## config.mk

```make
export PLATFORM = sky130hd
export DESIGN_NAME = updown_mod_counter
export DESIGN_NICKNAME = d
export VERILOG_FILES = /design/src/rtl/counter_pkg.sv /design/src/rtl/step_alu.sv /design/src/rtl/updown_mod_counter.sv
export SDC_FILE = /design/constraint.sdc
export NUM_CORES = 1
export LEC_CHECK = 0
export ABC_AREA = 1
export BUFFER_PORTS_ARGS = -buffer_cell sky130_fd_sc_hd__buf_2
export CELL_PAD_IN_SITES_DETAIL_PLACEMENT = 1
export CELL_PAD_IN_SITES_GLOBAL_PLACEMENT = 2
export CORE_AREA = 4 4 115 117
export CTS_CLUSTER_SIZE = 8
export DETAILED_ROUTE_END_ITERATION = 12
export DIE_AREA = 0 0 119 121
export HOLD_SLACK_MARGIN = 0.06
export MAX_ROUTING_LAYER = met4
export PLACE_DENSITY = 0.8
export REMOVE_ABC_BUFFERS = 1
export SETUP_SLACK_MARGIN = 0.1
export SLEW_MARGIN = 5
export SYNTH_ARGS = -nofsm -noshare
export SYNTH_HDL_FRONTEND = slang
export SYNTH_HIERARCHICAL = 1
export SYNTH_SLANG_ARGS = --single-unit
```

## constraint.sdc

```tcl
create_clock -name clk -period 3.45 [get_ports clk]
set_clock_uncertainty 0.2 [all_clocks]
set_input_delay 0.69 -clock clk [delete_from_list [all_inputs] [get_ports clk]]
set_output_delay 0.69 -clock clk [all_outputs]
set_load 0.01 [all_outputs]
```

## src/rtl/counter_pkg.sv

```systemverilog
// Shared constants and mode encoding for the up/down modulo counter.
package counter_pkg;

  localparam int unsigned DEF_WIDTH  = 8;
  localparam int unsigned DEF_STEP_W = 4;

  typedef enum logic {
    MODE_WRAP = 1'b0,
    MODE_SAT  = 1'b1
  } cnt_mode_t;

endpackage : counter_pkg

```

## src/rtl/step_alu.sv

```systemverilog
// Next-count and flag computation for one enabled counter cycle.
// Arithmetic runs one bit wider than the widest operand so limit+1 and
// count+step never truncate.
module step_alu
  import counter_pkg::*;
#(
  parameter int unsigned WIDTH  = DEF_WIDTH,
  parameter int unsigned STEP_W = DEF_STEP_W
) (
  input  logic [WIDTH-1:0]  count,
  input  logic [WIDTH-1:0]  limit,
  input  logic [STEP_W-1:0] step,
  input  logic              up_down,
  input  cnt_mode_t         mode,
  output logic [WIDTH-1:0]  next_count,
  output logic              ovf_c,
  output logic              unf_c,
  output logic              err_c
);

  localparam int unsigned EW = ((WIDTH > STEP_W) ? WIDTH : STEP_W) + 1;

  logic [EW-1:0] cnt_x;
  logic [EW-1:0] lim_x;
  logic [EW-1:0] stp_x;
  logic [EW-1:0] span;
  logic [EW-1:0] sum;

  assign cnt_x = EW'(count);
  assign lim_x = EW'(limit);
  assign stp_x = EW'(step);
  assign span  = lim_x + EW'(1);
  assign sum   = cnt_x + stp_x;

  // Out-of-range count snaps to limit first; then illegal step, zero step, up, down.
  always_comb begin
    next_count = count;
    ovf_c      = 1'b0;
    unf_c      = 1'b0;
    err_c      = 1'b0;
    if (cnt_x > lim_x) begin
      next_count = limit;
    end else if (stp_x > span) begin
      err_c = 1'b1;
    end else if (stp_x == '0) begin
      next_count = count;
    end else if (up_down) begin
      if (sum <= lim_x) begin
        next_count = WIDTH'(sum);
      end else begin
        ovf_c      = 1'b1;
        next_count = (mode == MODE_SAT) ? limit : WIDTH'(sum - span);
      end
    end else begin
      if (stp_x <= cnt_x) begin
        next_count = WIDTH'(cnt_x - stp_x);
      end else begin
        unf_c      = 1'b1;
        next_count = (mode == MODE_SAT) ? '0 : WIDTH'(cnt_x + span - stp_x);
      end
    end
  end

endmodule : step_alu

```

## src/rtl/updown_mod_counter.sv

```systemverilog
// Up/down modulo counter with runtime limit, variable step, wrap or saturate,
// and one-cycle overflow/underflow/illegal-step pulses.
module updown_mod_counter
  import counter_pkg::*;
#(
  parameter int unsigned WIDTH  = DEF_WIDTH,
  parameter int unsigned STEP_W = DEF_STEP_W
) (
  input  logic              clk,
  input  logic              rst,
  input  logic              en,
  input  logic              load,
  input  logic              up_down,
  input  logic              sat_mode,
  input  logic [WIDTH-1:0]  data_in,
  input  logic [WIDTH-1:0]  limit,
  input  logic [STEP_W-1:0] step,
  output logic [WIDTH-1:0]  count,
  output logic              ovf,
  output logic              unf,
  output logic              err,
  output logic              tc
);

  cnt_mode_t        mode;
  logic [WIDTH-1:0] alu_count;
  logic             alu_ovf;
  logic             alu_unf;
  logic             alu_err;
  logic [WIDTH-1:0] load_val;

  assign mode     = cnt_mode_t'(sat_mode);
  assign load_val = (data_in > limit) ? limit : data_in;

  step_alu #(
    .WIDTH  (WIDTH),
    .STEP_W (STEP_W)
  ) u_step_alu (
    .count      (count),
    .limit      (limit),
    .step       (step),
    .up_down    (up_down),
    .mode       (mode),
    .next_count (alu_count),
    .ovf_c      (alu_ovf),
    .unf_c      (alu_unf),
    .err_c      (alu_err)
  );

  // Count and flag registers: reset > load > enable, flags cleared otherwise.
  always_ff @(posedge clk or posedge rst) begin
    if (rst) begin
      count <= '0;
      ovf   <= 1'b0;
      unf   <= 1'b0;
      err   <= 1'b0;
    end else if (load) begin
      count <= load_val;
      ovf   <= 1'b0;
      unf   <= 1'b0;
      err   <= 1'b0;
    end else if (en) begin
      count <= alu_count;
      ovf   <= alu_ovf;
      unf   <= alu_unf;
      err   <= alu_err;
    end else begin
      ovf   <= 1'b0;
      unf   <= 1'b0;
      err   <= 1'b0;
    end
  end

  // Terminal count follows the current direction without a register stage.
  assign tc = up_down ? (count == limit) : (count == '0);

endmodule : updown_mod_counter

```

* Yosys cells after proc, flatten, opt, wreduce, memory -nomap -nowiden
Index checks and enable logic that the tools add are counted.
** Storage, ports and cells
- Bits in latches :: 0
- Word-level logic and storage cells :: 52
- Bits in writable memories :: 0
- Input bits :: 26
- Output and inout port bits :: 12
- Memories kept :: 0
- Bits in registers :: 11
- Bits in read-only memories :: 0
** Cells by class
- Order comparisons :: 5
- Multiplexer cells :: 30
- $add $sub $neg :: 6
- Div/mod/pow operators :: 0
- Reduce and logical (&&, ||, !) cells :: 4
- Shift operators :: 0
- Eq/ne operators :: 3
- Bitwise gates (word level) :: 0
- Multipliers :: 0
** Operator list (count)
- 8-bit 2-to-1 mux :: 11
- 1-bit 2-to-1 mux :: 19
- 8-bit greater-than comparator :: 2
- 8-bit by 4-bit subtractor with 8-bit output :: 2
- 8-bit by 1-bit adder with 9-bit output (second input constant) :: 1
- 8-bit by 4-bit adder with 9-bit output :: 1
- 4-bit by 9-bit greater-than comparator with 1-bit output :: 1
- 9-bit by 8-bit less-or-equal comparator with 1-bit output :: 1
- 9-bit logical NOT :: 1
- 8-bit adder :: 1
- 8-bit equality test :: 1
- 4-bit by 8-bit less-or-equal comparator with 1-bit output :: 1
- 8-bit logical NOT :: 1
- 8-bit subtractor :: 1
- 3-bit by 2-bit inequality test with 1-bit output (second input constant) :: 2
- 3-bit AND reduction :: 1
- 2-bit nonzero test :: 1

* Longest topological paths before layout
- Word-level depth :: 11
- Mapped depth :: 26
- Mapped depth without buffers :: 26

* Hierarchy
Netlist, hierarchy kept.
** By module, submodules not included
- step_alu :: instances 1, cells each 437, sequential area each 0.0 µm², area each 2607.5 µm²
- updown_mod_counter :: instances 1, cells each 138, sequential area each 275.3 µm², area each 1018.5 µm²

* Least setup slack after synthesis
OpenSTA, ideal clock, no wires.
- Path type :: input to register
- From :: in step[0]
- To :: reg count[2]
- Setup time :: 0.124 ns
- Data required time :: 3.126 ns
- Path buffers :: 1
- Arrival time :: 3.301 ns
- Path slack :: -0.175 ns
- Stages on the path :: 24
- Cell sequence :: ha_1 > fa_1 > nand3_1 > nand2_1 > xor2_1 > ha_1 > nand2_1 > nor2_1 > nand2_1 > nand3_1 > nand2_1 > nand2_1 > nand2_1 > nand2_1 > nand2_1 > nand2_2 > buf_6 > nand2_1 > o211ai_1 > nand2_1 > nand2_1 > nand2_1 > o21ai_0 > a21oi_2
** On the way
- Longest elaborated chain between the ends :: 10
- Elaborated cells between the ends (all ways) :: 21
- Classes of those cells :: 4 x add/sub; 3 x order compare; 2 x eq/ne; 10 x mux; 2 x reduce/logical
** Ends and longest elaborated chain
- start: declaration :: line updown_mod_counter.sv:17 : input logic [STEP_W-1:0] step,
- 8-bit by 4-bit adder with 9-bit output :: line step_alu.sv:33 : assign sum = cnt_x + stp_x;
- 8-bit subtractor :: line step_alu.sv:52 : next_count = (mode == MODE_SAT) ? limit : WIDTH'(sum - span);
- 8-bit 2-to-1 mux :: line step_alu.sv:52
- 8-bit 2-to-1 mux :: line step_alu.sv:48 : if (sum <= lim_x) begin
- 8-bit 2-to-1 mux (*) :: line step_alu.sv:47 : end else if (up_down) begin
- 8-bit 2-to-1 mux (*) :: line step_alu.sv:45 : end else if (stp_x == '0) begin
- 8-bit 2-to-1 mux (*) :: line step_alu.sv:43 : end else if (stp_x > span) begin
- 8-bit 2-to-1 mux (*) :: line step_alu.sv:41 : if (cnt_x > lim_x) begin
- via alu_count[2] :: line updown_mod_counter.sv:26 : logic [WIDTH-1:0] alu_count;
- 8-bit 2-to-1 mux (*) :: line updown_mod_counter.sv:62 : end else if (en) begin
- 8-bit 2-to-1 mux (*) :: line updown_mod_counter.sv:57 : end else if (load) begin
- end signal: assignment :: line updown_mod_counter.sv:58 : count <= load_val;
- end signal: assignment :: line updown_mod_counter.sv:63 : count <= alu_count;
- end: declaration :: line updown_mod_counter.sv:18 : output logic [WIDTH-1:0] count,
The timed path passes the listed nets; every way through them passes the cells marked *. The select of a mux whose other input is x is not followed.
A chain may end at the register's enable or synchronous reset.

* Worst setup path after layout
- From :: in step[1]
- To :: reg count[7]
The elaborated chain is that of the path after synthesis.

==> metrics <==
Netlist cell types 47; initial DRC count 214; PnR worst setup slack -0.1124 ns; total grt overflow 0; number of synthesis warnings 6; IO Pins 38; syn_area_per_cell 6.306 um2; critical setup path kind in -> reg; top cells by area, synth ha_1 19%, nand2_1 15%, inv_1 10%; Fmax achieved 280.7 MHz; RSZ-0062 raised after global routing true; post-DR vias/cell 4.953; clock sinks 11; CP Data Arrival Time 3.48 ns; cell area after synthesis 3626 um2; EDFF count, synth 0; Clock Tree Root clkbuf_16; Gate Count Post-Synth 575; outcome finished with violations; initial core utilization 0.2933; crit end category register; maxcap violations 0; synthesized flop and latch total 11; Final ANT Viol Nets 0; largest area contributor in the netlist ha_1; post-synth top area share 0.1932; Worst Path Max Fanout 4; total number of vias 4443; design area 5782 um2; Nets 815; TNS Setup -0.2879 ns; synth-to-layout area growth 59.45%; CTS max path bufs 2; largest stage delay on the critical path 0.25 ns; RD Place Congestion 0.9626; worst-path cell with the longest stage delay ha_4; Core Region 12360 um2; Period minus WS final 3.562 ns; Seq/Total Area, Yosys 0.07591; antenna violations before repair 0; Die Span Y 121 um; share of cells above drive strength 1 0.4386; failing checks negative setup slack; die footprint 14400 um2; worst-skew pair later-pin latency 0.23 ns; first-pass GRT wire length 25.12 mm; CP delay by family, top simple AND/OR/NAND/NOR gates; Multi-input gate area 3650 um2; Fill cells 1560; Diodes inserted 0; TritonRoute pass-1 iters 4; most common cell in the netlist nand2_1; worst endpoint required time 3.37 ns; Slew headroom 0.6259; cell total after placement 877; gr usage total 0.2276; final period utilization 1.033; drc violations 0; Commonest cells post-synth 147 x nand2_1, 97 x inv_1, 56 x ha_1; PortBufs 37; fin util 0.4677; # H-tree levels 1; Pwr Density 506.4 nW/um2; Fin. Hold Viols 0; Final Max Slew Viols 0; WP buf/inv 6; row cnt 41; CTS Buf Count 3; peak supply drop 0.1913 mV; Die X-Extent 119 um; final non-filler cell total 897; CP most frequent cell nand2_1; DRT Wirelength 16.98 mm; vias in the first global route 4862; main flop type after synthesis dfrtp_1; final setup vio count 8; Leakage 2.886 nW; Least-Margin Pin Slew 0.5611 ns; wire per inst 18.93 um; Worst-path clk slew 0.04 ns; Hold WC Path Type in -> async; Synth async-reset ratio 1.000; storage element area 275.3 um2; CTS tree yes; largest net degree at the start of global routing 16; detailed placement HPWL 13.04 mm; Post-DP Area 4712 um2; startpoint types primary input
area by class of cell:
| cell class | instances | share of cell area |
|---|---|---|
| clock buffer | 4 | 0.01363 |
| inverter | 102 | 0.06925 |
| multi-input combinational | 455 | 0.6312 |
| sequential | 11 | 0.04761 |
| tap | 172 | 0.03722 |
| timing repair buffer | 153 | 0.2010 |
timing repair:
item                       4_1_cts  5_1_grt
setup buffers                    5       11
setup endpoints to repair        9        9
hold buffers                     0        0
gates resized for setup        116       82
gates cloned                     1        0
pin swaps                       71       62
layer usage:
metal / global-route usage / wire length [um] / share of wire
met1: 0.2647 / 6983 / 0.41
met2: 0.4126 / 8698 / 0.51
met3: 0.01538 / 542 / 0.032
met4: 0.08400 / 757 / 0.045
met5: - / 0 / 0
report_power, final:
group / leakage (nW) / internal, mW / switching [mW]
Clock: 0.0382 / 0.155 / 0.0557
Sequential: 0.136 / 0.148 / 0.0456
Combinational: 2.71 / 1.13 / 1.39
worst paths after layout:
check / from / end / slack (ns) / depth (start not counted)
setup reg to reg: count[2] / count[7] / -0.08 / 25
setup / recovery: step[1] / count[7] / -0.11 / 28
hold / removal: rst / ovf / 0.26 / 2
max in group asynchronous: rst / unf / 2.48 / 2
min in group clk: en / ovf / 0.52 / 3
hold reg to reg: count[0] / count[0] / 0.60 / 3
through the flow:
step | setup WS [ns] | total power, mW | hold WS, ns
detailed placement | -0.7470 | 2.027 | 0.5152
global route | -0.2146 | 3.168 | 0.2973
global placement | -0.6584 | 1.978 | 0.5015
finish | -0.1124 | 2.928 | 0.2582
CTS | -0.001359 | 2.588 | 0.2655
floorplan | -0.1698 | 1.222 | 0.3424
logic make-up after synthesis:
| family | Yosys count | synth area share |
|---|---|---|
| buffers and inverters | 110 | 0.1256 |
| AOI/OAI and AO/OA | 90 | 0.1508 |
| xor gates and xnor gates | 20 | 0.04831 |
| DFF | 11 | 0.07591 |
| adders and majority gates | 63 | 0.2319 |
| and+or+nand+nor | 281 | 0.3675 |
state kept, by name, indices dropped and copies added (netlist names):
register  cells
unf           1
ovf           1
err           1
count         8
layout by cell type, fill, tap and decap left out, types with 4 or more instances in the layout:
cell type,instances
buf_4,104
buf_2,31
o211ai_1,8
nor2_2,4
buf_6,13
nand3_1,38
a21oi_2,19
nand2_4,11
fa_2,4
buf_8,4
nor2_4,6
a21oi_1,26
xor2_1,13
inv_2,11
nand3_4,4
ha_4,22
nor2_1,31
inv_4,7
dfrtp_1,11
o21ai_1,4
nand4_1,14
o21ai_2,13
inv_1,83
nand2_2,26
ha_1,33
nand2_1,119
o21ai_0,8
nand3_2,10
Power figures use the tool's default switching activity.
